**src/rtl/frac_lutk_dbuf_tile.sv**
```systemverilog
`default_nettype none
// ============================================================================
// Module   : frac_lutk_dbuf_tile
// Purpose  : Fracturable K-input LUT with a double-buffered configuration
//            chain. A serial bitstream is shifted into a shadow chain while the
//            live (active) configuration keeps driving the LUT. A single-cycle
//            commit copies the shadow into the active copy once exactly N
//            fresh bits have been shifted in.
// Ports    : prog_clk     - configuration clock (rising edge)
//            pReset       - asynchronous active-high reset
//            ccff_en      - shift enable for the chain
//            ccff_head    - serial configuration input
//            ccff_tail    - serial configuration output (daisy chain)
//            cfg_commit   - request to copy shadow -> active
//            frac_lut_in  - LUT inputs, bit 0 is the index LSB
//            lut_km1_out  - two fractured (K-1)-LUT outputs
//            lut_k_out    - full K-LUT output
//            cfg_loaded   - shadow holds exactly N fresh bits
//            cfg_active   - a configuration has been committed since reset
//            cfg_err      - sticky commit / overflow error
// Revision : 1.0 - initial release
// ============================================================================
module frac_lutk_dbuf_tile #(
    parameter int K = 4     // LUT input count, legal range 2..6
) (
    input  logic         prog_clk,
    input  logic         pReset,
    input  logic         ccff_en,
    input  logic         ccff_head,
    output logic         ccff_tail,
    input  logic         cfg_commit,
    input  logic [K-1:0] frac_lut_in,
    output logic [1:0]   lut_km1_out,
    output logic         lut_k_out,
    output logic         cfg_loaded,
    output logic         cfg_active,
    output logic         cfg_err
);

    // Chain length: 2^K truth-table bits plus one mode bit.
    localparam int N  = (1 << K) + 1;
    localparam int S  = 1 << K;
    localparam int CW = $clog2(N + 1);
    localparam logic [CW-1:0] C_N_CNT = CW'(N);
    localparam logic [CW-1:0] C_ONE   = CW'(1);

    logic [N-1:0]  r_shadow;
    logic [N-1:0]  r_active;
    logic [CW-1:0] r_cnt;
    logic          r_ovf;
    logic          r_cfg_active;
    logic          r_cfg_err;

    logic          w_full;
    logic          w_loaded;
    logic          w_commit_ok;
    logic          w_commit_fail;
    logic [S-1:0]  w_sram;
    logic          w_mode;
    logic [K-2:0]  w_lo_idx;

    // ------------------------------------------------------------------
    // Commit qualification. A commit while shifting is always rejected so
    // a half-moved chain can never reach the active copy.
    // ------------------------------------------------------------------
    assign w_full        = (r_cnt == C_N_CNT);
    assign w_loaded      = w_full && !r_ovf;
    assign w_commit_ok   = cfg_commit && w_loaded && !ccff_en;
    assign w_commit_fail = cfg_commit && !w_commit_ok;

    // ------------------------------------------------------------------
    // Shadow shift chain: bit 0 takes the head, the oldest bit sits at
    // N-1 and is presented on the tail. The shadow survives a commit so a
    // downstream tile still sees the previous bitstream replayed.
    // ------------------------------------------------------------------
    always_ff @(posedge prog_clk or posedge pReset) begin
        if (pReset) begin
            r_shadow <= '0;
        end else if (ccff_en) begin
            r_shadow <= {r_shadow[N-2:0], ccff_head};
        end
    end

    assign ccff_tail = r_shadow[N-1];

    // ------------------------------------------------------------------
    // Shift accounting. The counter saturates at N; any shift beyond that
    // marks the shadow as overflowed until a successful commit or reset.
    // A rejected commit leaves the accounting to the shift alone.
    // ------------------------------------------------------------------
    always_ff @(posedge prog_clk or posedge pReset) begin
        if (pReset) begin
            r_cnt <= '0;
            r_ovf <= 1'b0;
        end else if (w_commit_ok) begin
            r_cnt <= '0;
            r_ovf <= 1'b0;
        end else if (ccff_en) begin
            if (w_full) begin
                r_ovf <= 1'b1;
            end else begin
                r_cnt <= r_cnt + C_ONE;
            end
        end
    end

    assign cfg_loaded = w_loaded;

    // ------------------------------------------------------------------
    // Active configuration and status flags. Only a successful commit
    // touches the active copy; shifting never does.
    // ------------------------------------------------------------------
    always_ff @(posedge prog_clk or posedge pReset) begin
        if (pReset) begin
            r_active     <= '0;
            r_cfg_active <= 1'b0;
            r_cfg_err    <= 1'b0;
        end else if (w_commit_ok) begin
            r_active     <= r_shadow;
            r_cfg_active <= 1'b1;
            r_cfg_err    <= 1'b0;
        end else if (w_commit_fail) begin
            r_cfg_err    <= 1'b1;
        end
    end

    assign cfg_active = r_cfg_active;
    assign cfg_err    = r_cfg_err;

    // ------------------------------------------------------------------
    // LUT read-out. The first bit shifted in (which ends at N-1) is the
    // mode bit; truth-table bit j sits at position j.
    // In fractured mode the top input is dropped and the two halves of the
    // table act as independent (K-1)-input LUTs.
    // ------------------------------------------------------------------
    assign w_sram   = r_active[S-1:0];
    assign w_mode   = r_active[N-1];
    assign w_lo_idx = frac_lut_in[K-2:0];

    assign lut_k_out      = w_sram[frac_lut_in];
    assign lut_km1_out[0] = w_mode & w_sram[{1'b0, w_lo_idx}];
    assign lut_km1_out[1] = w_mode & w_sram[{1'b1, w_lo_idx}];

endmodule
`default_nettype wire

```
**config.mk**
```make
export PLATFORM = sky130hd
export DESIGN_NAME = frac_lutk_dbuf_tile
export DESIGN_NICKNAME = d
export VERILOG_FILES = /design/src/rtl/frac_lutk_dbuf_tile.sv
export SDC_FILE = /design/constraint.sdc
export NUM_CORES = 1
export LEC_CHECK = 0
export CORE_MARGIN = 4
export CORE_UTILIZATION = 46
export DETAILED_ROUTE_END_ITERATION = 10
export DONT_BUFFER_PORTS = 1
export GPL_ROUTABILITY_DRIVEN = 0
export HOLD_SLACK_MARGIN = 0.12
export PLACE_DENSITY = 0.6
export SYNTH_ARGS = -nofsm -noshare
export SYNTH_HDL_FRONTEND = slang
export SYNTH_SLANG_ARGS = --single-unit
export TNS_END_PERCENT = 10
```
**constraint.sdc**
```tcl
create_clock -name prog_clk -period 2.33 [get_ports prog_clk]
set_input_delay 0.233 -clock prog_clk [delete_from_list [all_inputs] [get_ports prog_clk]]
set_output_delay 0.233 -clock prog_clk [all_outputs]
set_load 0.01 [all_outputs]
```
; ---- Word level (Yosys, flattened, before mapping)
; Index checks and enable logic that the tools add are counted.
[word_totals]
in_bits = 9
reg_bits = 42
elab_cells = 40
[op_classes]
reduce_logical = 12
n_eq_ne = 2
bitwise_logic = 2
order_cmp = 3
n_addsub = 1
mux = 14
[op_table]
columns = cell, n
row1 = 2-to-1 mux 5 bit, 3
row2 = "less-than comparator 4 x 5 -> 1 bit, second input constant", 2
row3 = 2-to-1 mux 1 bit, 8
row4 = binary-select mux 1 bit (select 3 bit), 2
row5 = nonzero test 2 bit, 3
row6 = "adder 5 x 1 -> 5 bit, second input constant", 1
row7 = "== test 5 bit, second input constant", 1
row8 = "less-than comparator 3 x 5 -> 1 bit, second input constant", 1
row9 = binary-select mux 1 bit (select 4 bit), 1
row10 = logical AND 1 bit, 4
row11 = AND reduction 2 bit, 2
row12 = zero test 1 bit, 3
row13 = bitwise AND 1 bit, 2
row14 = "!= test 2 x 1 -> 1 bit, second input constant", 1

; ---- Longest topological paths before layout
; Gate-level depths: netlist of the first run.
[logic_depth]
depth_word = 8
depth_mapped = 7
depth_no_buf = 6

; ---- Worst setup path after synthesis of the first run
; OpenSTA, ideal clock, no wires.
[synth_timing]
path_type = register -> register
from = reg r_cnt[1]
to = reg r_active[10]
required_time_ps = 2205
n_path_buf = 1
slack_ps = 545
setup_ps = 125
arrival_ps = 1660
stages_incl_launch_ff = 7
period_less_slack_ps = 1785
cell_sequence = dfrtp_1 > inv_1 > ha_1 > nand4bb_4 > nor4b_4 > buf_6 > mux2_2
[synth_via]
elab_chain_cells = 4
[synth_lines]
columns = element, line_no
row1 = "start, declared", 49  ; logic [CW-1:0] r_cnt;
row2 = "start signal, assigned", 102  ; r_cnt <= r_cnt + C_ONE;
row3 = == test 5 bit, 66  ; assign w_full = (r_cnt == C_N_CNT);
row4 = logical AND 1 bit, 67  ; assign w_loaded = w_full && !r_ovf;
row5 = logical AND 1 bit (2 in series), 68  ; assign w_commit_ok = cfg_commit && w_loaded && !ccff_en;
row6 = "end signal, assigned", 119  ; r_active <= r_shadow;
row7 = "end, declared", 48  ; logic [N-1:0] r_active;
; No other way between the ends.
; A chain may end at the register's enable or synchronous reset.

; ---- Worst setup path in the final report of the first run
[layout_timing]
from = in ccff_en
to = reg r_active[2]
[layout_via]
elab_chain_cells = 2
[layout_lines]
columns = element, line_no
row1 = "start, declared", 28  ; input logic ccff_en,
row2 = zero test 1 bit, 68
row3 = logical AND 1 bit, 68
; No other way between the ends.

==> results of run 1 <==
final cells by class:
cell class                 instances  area [µm²]  share of cell area [%]
timing repair buffer               6        55.1                    2.80
clock buffer                       7        86.3                    4.39
clock inverter                     1        5.00                   0.254
multi-input combinational         67         694                    35.3
sequential                        42        1050                    53.4
tap                               48        60.1                    3.05
inverter                           4        15.0                   0.763
kinds of logic (layout without fill, tap and decap cells):
kind of cell / after synthesis / in the layout / synth area share (%)
compound gates: 6 / 6 / 2.03
xor+xnor: 2 / 2 / 0.979
fa+ha+maj: 2 / 2 / 1.40
buf+inv: 8 / 18 / 2.52
flops: 42 / 42 / 58.7
mux: 40 / 40 / 27.5
simple gates: 17 / 17 / 6.85
path summary, 6_finish.rpt:
check	to	from	depth (start not counted)	slack, ps
min	r_cnt[2]$_DFFE_PP0P_	ccff_en	2	160
max in group asynchronous	cfg_err$_DFFE_PP0P_	pReset	3	1450
min in group asynchronous	r_shadow[13]$_DFFE_PP0P_	pReset	3	510
max reg2reg	r_active[2]$_DFFE_PP0P_	r_cnt[1]$_DFFE_PP0P_	6	390
max	r_active[2]$_DFFE_PP0P_	ccff_en	4	240
min reg2reg	r_active[6]$_DFFE_PP0P_	r_active[6]$_DFFE_PP0P_	1	510
what timing repair did:
action,CTS,global route
resized for setup,0,0
endpoints found under the hold margin,62,0
setup buffers,0,0
hold buffers,4,0
power breakdown:
group          switching, µW  total, µW  internal, µW
Sequential               182       1140           962
Combinational            135        381           246
Clock                    231        469           239
per-stage QoR:
| step | cells | power, µW | area (µm²) | util, % |
|---|---|---|---|---|
| 6_report | 175 | 2000 | 1970 | 52.9 |
| 5_1_grt | 175 | 2120 | 1970 | 52.9 |
| 4_1_cts | 175 | 2030 | 1970 | 52.9 |
| 3_5_place_dp | 163 | 1530 | 1840 | 49.4 |
| 3_3_place_gp | 163 | 1520 | 1840 | 49.4 |
| 2_1_floorplan | 117 | 1440 | 1790 | - |
layout by cell type (no fill, tap or decap):
cell | netlist | routed
dfrtp_1 | 42 | 42
nand4bb_4 | 1 | 1
clkinv_2 | 0 | 1
nor4b_4 | 1 | 1
clkbuf_1 | 2 | 1
a21oi_1 | 1 | 1
nand4_1 | 2 | 2
clkbuf_8 | 0 | 6
o21ai_0 | 1 | 1
nand2_1 | 3 | 3
a31oi_1 | 2 | 2
ha_1 | 2 | 2
dlygate4sd3_1 | 0 | 4
xnor2_1 | 1 | 1
buf_4 | 0 | 2
o22ai_1 | 1 | 1
mux4_2 | 4 | 4
xor2_1 | 1 | 1
mux2i_1 | 2 | 2
o21bai_1 | 1 | 1
and2_1 | 1 | 1
or2_2 | 2 | 2
nand2b_1 | 1 | 1
inv_1 | 4 | 4
nor2_1 | 6 | 6
mux2_2 | 34 | 34
worst max-delay path, delay by kind of cell:
family | cells | cell delay (ps)
buf+inv | 2 | 1220
mux | 1 | 370
simple gates | 1 | 430
state kept, by name (all words and copies together) (netlist names):
register / flops
r_ovf: 1
cfg_err: 1
r_shadow: 17
r_cnt: 5
cfg_active: 1
r_active: 17
layer usage:
layer  share of wire (%)  vias to the layer above
li1                    -                      439
met1                  47                      486
met2                  45                       19
met3                 6.1                        4
met4                 2.0                        0
met5                   0                        -
==> key figures, run 1 <==
Status
  – Status: finished clean

Power and ir drop
  – Pwr/cell area: 1010 nW/µm²
  – Worst VDD drop: 0.000564 V
  – Lkg Pwr: 0.000900 µW

Worst setup path
  – Highest cell delay on the worst timing path: 890 ps
  – CP cell instances: dlygate4sd3_1, nor4b_4, buf_4, mux2_2
  – CP Capture Type: flip-flop
  – WP data arrival: 2260 ps
  – Critical Path RT: 2500 ps
  – Setup Crit Path Kind: primary input to flip-flop
  – Worst setup SP type: primary input
  – CP max-delay cell: dlygate4sd3_1
  – CP max FO: 21

STA
  – Hold Slack: approximately 160 ps
  – Final worst path period share: around 90%
  – Setup TNS: 0 ps
  – RSZ-0062 raised after global routing: no
  – Fin. Hold Viols: 0
  – Clk_skew: roughly 3.2 ps
  – Slew Viols, Final: 0
  – Max Fclk: between 400 and 500 MHz
  – Slew margin rel.: between 30% and 40%
  – Worst-margin pin slew: 971 ps
  – Final worst slack: between 200 and 250 ps
  – Final Setup Violations: 0
  – Post-layout min period: 2090 ps

Synth
  – Post-synth ARST share: 100%
  – Synth Flop Type: dfrtp_1
  – Cell Area, Synth: around 1800 µm²
  – Yosys Warn Count: 0
  – Post-synth top area cell: dfrtp_1
  – Most numerous cell in the Yosys netlist: dfrtp_1
  – Post-synthesis cell type count: 23
  – Post-synth EDFFs: 0
  – Syn Inst Count: 117
  – Area contributors post-synth: dfrtp_1 59%, mux2_2 21%, mux4_2 5.0%, nand4bb_4 1.5%, ha_1 1.4%
  – Synth cell count leaders: 42 x dfrtp_1, 34 x mux2_2, 6 x nor2_1, 4 x inv_1, 4 x mux4_2
  – Syn nets: between 100 and 150
  – Post-synth top area share: between 50% and 60%
  – Sequential area share after synthesis: 58.7%
  – Post-synthesis register bit count: 42
  – Syn Area/Cell: roughly 15 µm²

Clock tree
  – CTS Buf Count: 5
  – Clk root buf: clkbuf_8
  – H-tree depth: 2
  – CTS tree: built
  – CTS Sinks: 42
  – Clk pin slew, worst setup/hold paths: ~70 ps
  – Clock Latency Late Sink: 290 ps
  – Clk buf depth: 2

Placed design
  – Post-DP HPWL: approximately 1800 µm
  – Pre-CTS WS: ~400 ps
  – IO buf count: 0

Global routing
  – Largest net degree at the start of global routing: 43
  – Initial antenna violation count: 0
  – Vias in the first global route: 956
  – Grt total ovfl: 0
  – First-pass GRT wire length: roughly 4700 µm
  – M1 GR Usage: 16.3%
  – GRT Total Usage: roughly 13%
  – M3 GR Usage: under 10%
  – Met2 GRT Util: roughly 18%
  – Busiest grt layer: met2

Final layout
  – Nets: approximately 140
  – Ratio of cells with drive above 1 in the final layout: between 40% and 50%
  – Diode count: 0
  – Number of fill cells: approximately 330
  – Area grow syn2layout: 9.85%

Detailed routing
  – WL final: around 2800 µm
  – Via density: about 5.4
  – Drt initial violations: 37
  – TritonRoute pass-1 iters: 4
  – # DRC: 0
  – WL/cell: approximately 16 µm
  – ANT nets after route: 0
  – Total number of vias: ~950

Hold path
  – HP Class: primary input to flip-flop

Floorplan
  – Die width: between 70 and 80 µm
  – Rows: 22
  – Area of the core: between 3000 and 4000 µm²
  – I/O pin cnt: 16
  – Full die area: ~5000 µm²
  – Initial Util: approximately half
  – Die height: 70.4 µm

Job
  – Max-cap violations: 0
Note: power is estimated with default switching activity, not from simulation.
==> inputs of run 2 (changes only) <==
Settings changed: MAX_ROUTING_LAYER set to met4.
==> run 2 against run 1 <==
  * Worst hold slack is essentially flat
  * Critical path depth is the same
  * Die area unchanged
  * Clock power about the same
  * Critical endpoint unchanged
  * Highest routed layer unchanged
  * Critical path type unchanged
==> key figures, run 2 (synthesis results as in run 1) <==
Status
  – Status: finished clean

Worst setup path
  – Crit-path leading delay family: buffers and inverters
  – WP data arrival: 2260 ps
  – Worst R2R End: r_active[2]$_DFFE_PP0P_
  – Start of the worst register-to-register path: r_cnt[1]$_DFFE_PP0P_
  – CP max-delay cell: dlygate4sd3_1
  – CP bufs+invs: 2
  – CP max FO: 21
  – Highest cell delay on the worst timing path: around 890 ps
  – R2R depth: 6
  – CP Capture Type: flip-flop
  – Register-to-register setup slack: roughly 390 ps
  – Setup Crit Path Kind: primary input to flip-flop
  – Origin of the worst setup path: ccff_en
  – Worst setup SP type: primary input
  – Critical Path RT: about 2500 ps
  – CP cell instances: dlygate4sd3_1, nor4b_4, buf_4, mux2_2

Placed design
  – Area after DPL: between 1500 and 2000 µm²
  – IO buf count: 0
  – Pre-CTS WS: between 300 and 400 ps
  – Post-DP HPWL: about 1800 µm

Clock tree
  – CTS tree: built
  – Clk root buf: clkbuf_8
  – CTS Buf Count: 5
  – H-tree depth: 2
  – Clk buf depth: 2
  – Clock Latency Late Sink: a little under 300 ps
  – Clk pin slew, worst setup/hold paths: 70 ps
  – CTS Sinks: 42
  – Post-CTS Setup Bufs: 0

Global routing
  – Grt total ovfl: 0
  – Largest net degree at the start of global routing: 43
  – First-pass GRT wire length: between 4000 and 5000 µm
  – Vias in the first global route: approximately 960
  – Initial antenna violation count: 0
  – GRT Total Usage: a little over an eighth

Final layout
  – Reg area: around 1100 µm²
  – Area grow syn2layout: 9.85%
  – Largest regs: r_active (17), r_shadow (17), r_cnt (5)
  – Most common cell after layout, fill and taps aside: dfrtp_1
  – Commonest cells after routing, fill and taps aside: 42 x dfrtp_1, 34 x mux2_2, 6 x nor2_1, 6 x clkbuf_8
  – Ratio of cells with drive above 1 in the final layout: between 40% and 50%
  – Diode count: 0
  – Fin area: around 2000 µm²
  – Footprint of the multi-input gates: between 600 and 700 µm²
  – Number of fill cells: about 330
  – Nets: 137

Detailed routing
  – Total number of vias: approximately 950
  – Drt initial violations: 37
  – WL final: about 2800 µm
  – # DRC: 0
  – ANT nets after route: 0
  – Via density: about 5.4
  – WL/cell: 16.1 µm
  – TritonRoute pass-1 iters: 4

Floorplan
  – Die height: roughly 70 µm
  – Initial Util: around 48%
  – Full die area: a little under 5000 µm²
  – Rows: 22
  – Die width: approximately 70 µm
  – Area of the core: around 3700 µm²
  – I/O pin cnt: 16

Hold path
  – HP Class: primary input to flip-flop
  – Hold endpoint: r_cnt[2]$_DFFE_PP0P_
  – Hold Path Depth: 2
  – Hold path startpoint: ccff_en

Power and ir drop
  – Worst VDD drop: around 0.00056 V
  – Lkg Pwr: between 0.0009 and 0.001 µW
  – Pwr/cell area: 1010 nW/µm²
  – Power Total: ~2000 µW

STA
  – Final worst slack: about 240 ps
  – Slew margin rel.: 34.9%
  – Worst-margin pin slew: 973 ps
  – Post-layout min period: about 2100 ps
  – Fin. Hold Viols: 0
  – RSZ-0062 raised after global routing: no
  – Slew Viols, Final: 0
  – Final Setup Violations: 0
  – Max Fclk: roughly 480 MHz
  – Final worst path period share: 89.6%
  – Setup TNS: 0 ps
  – Clk_skew: between 3 and 4 ps
  – Hold Slack: roughly 160 ps

Job
  – Max-cap violations: 0
==> run 2: cell counts in the layout (fill, tap and decap cells not counted) <==
Identical to the previous run, type by type.
==> run 2: timing repair <==
item,in CTS,in global routing
hold buffers,4,0
gates resized for setup,0,0
endpoints found under the hold margin,62,0
==> run 2: power by group <==
group | switching [µW] | internal, µW
combinational | 135 | 246
sequential | 182 | 962
clock | 230 | 239
==> run 2: how the worst max path moves through the flow <==
stage | to | slack, ps | depth (start not counted)
floorplan | r_active[10]$_DFFE_PP0P_ | 550 | 6
finish | r_active[2]$_DFFE_PP0P_ | 240 | 4
global placement | r_active[10]$_DFFE_PP0P_ | 460 | 6
global route | r_active[6]$_DFFE_PP0P_ | 160 | 4
detailed placement | r_active[2]$_DFFE_PP0P_ | 400 | 6
CTS | r_active[0]$_DFFE_PP0P_ | 240 | 4
==> run 2: area by class of cell <==
type                    count  area share [%]
multi-input cells          67            35.3
repair buffers              6            2.80
inverters                   4           0.763
clock buffers               7            4.39
flip-flops and latches     42            53.4
well taps                  48            3.05
clock inverters             1           0.254
==> run 2: stage by stage <==
step                utilization (%)  instances
floorplan                         -        117
global placement               49.4        163
finish                         52.9        175
CTS                            52.9        175
global route                   52.9        175
detailed placement             49.4        163
==> run 2: per-layer routing <==
| metal | routed length (µm) | vias to the layer above | part of all wire (%) | GRT usage (%) |
|---|---|---|---|---|
| met2 | 1280 | 19 | 46 | 18.2 |
| met5 | 0 | - | 0 | - |
| met3 | 171 | 4 | 6.1 | 6.33 |
| met4 | 56 | 0 | 2.0 | 5.74 |
| met1 | 1310 | 486 | 46 | 16.4 |
| li1 | - | 438 | - | - |
==> inputs of run 3 (changes only) <==
Settings changed: SETUP_SLACK_MARGIN set to 0.05.
==> results of run 3 <==
The final DEF is identical to that of run 2; final timing and power are the same.
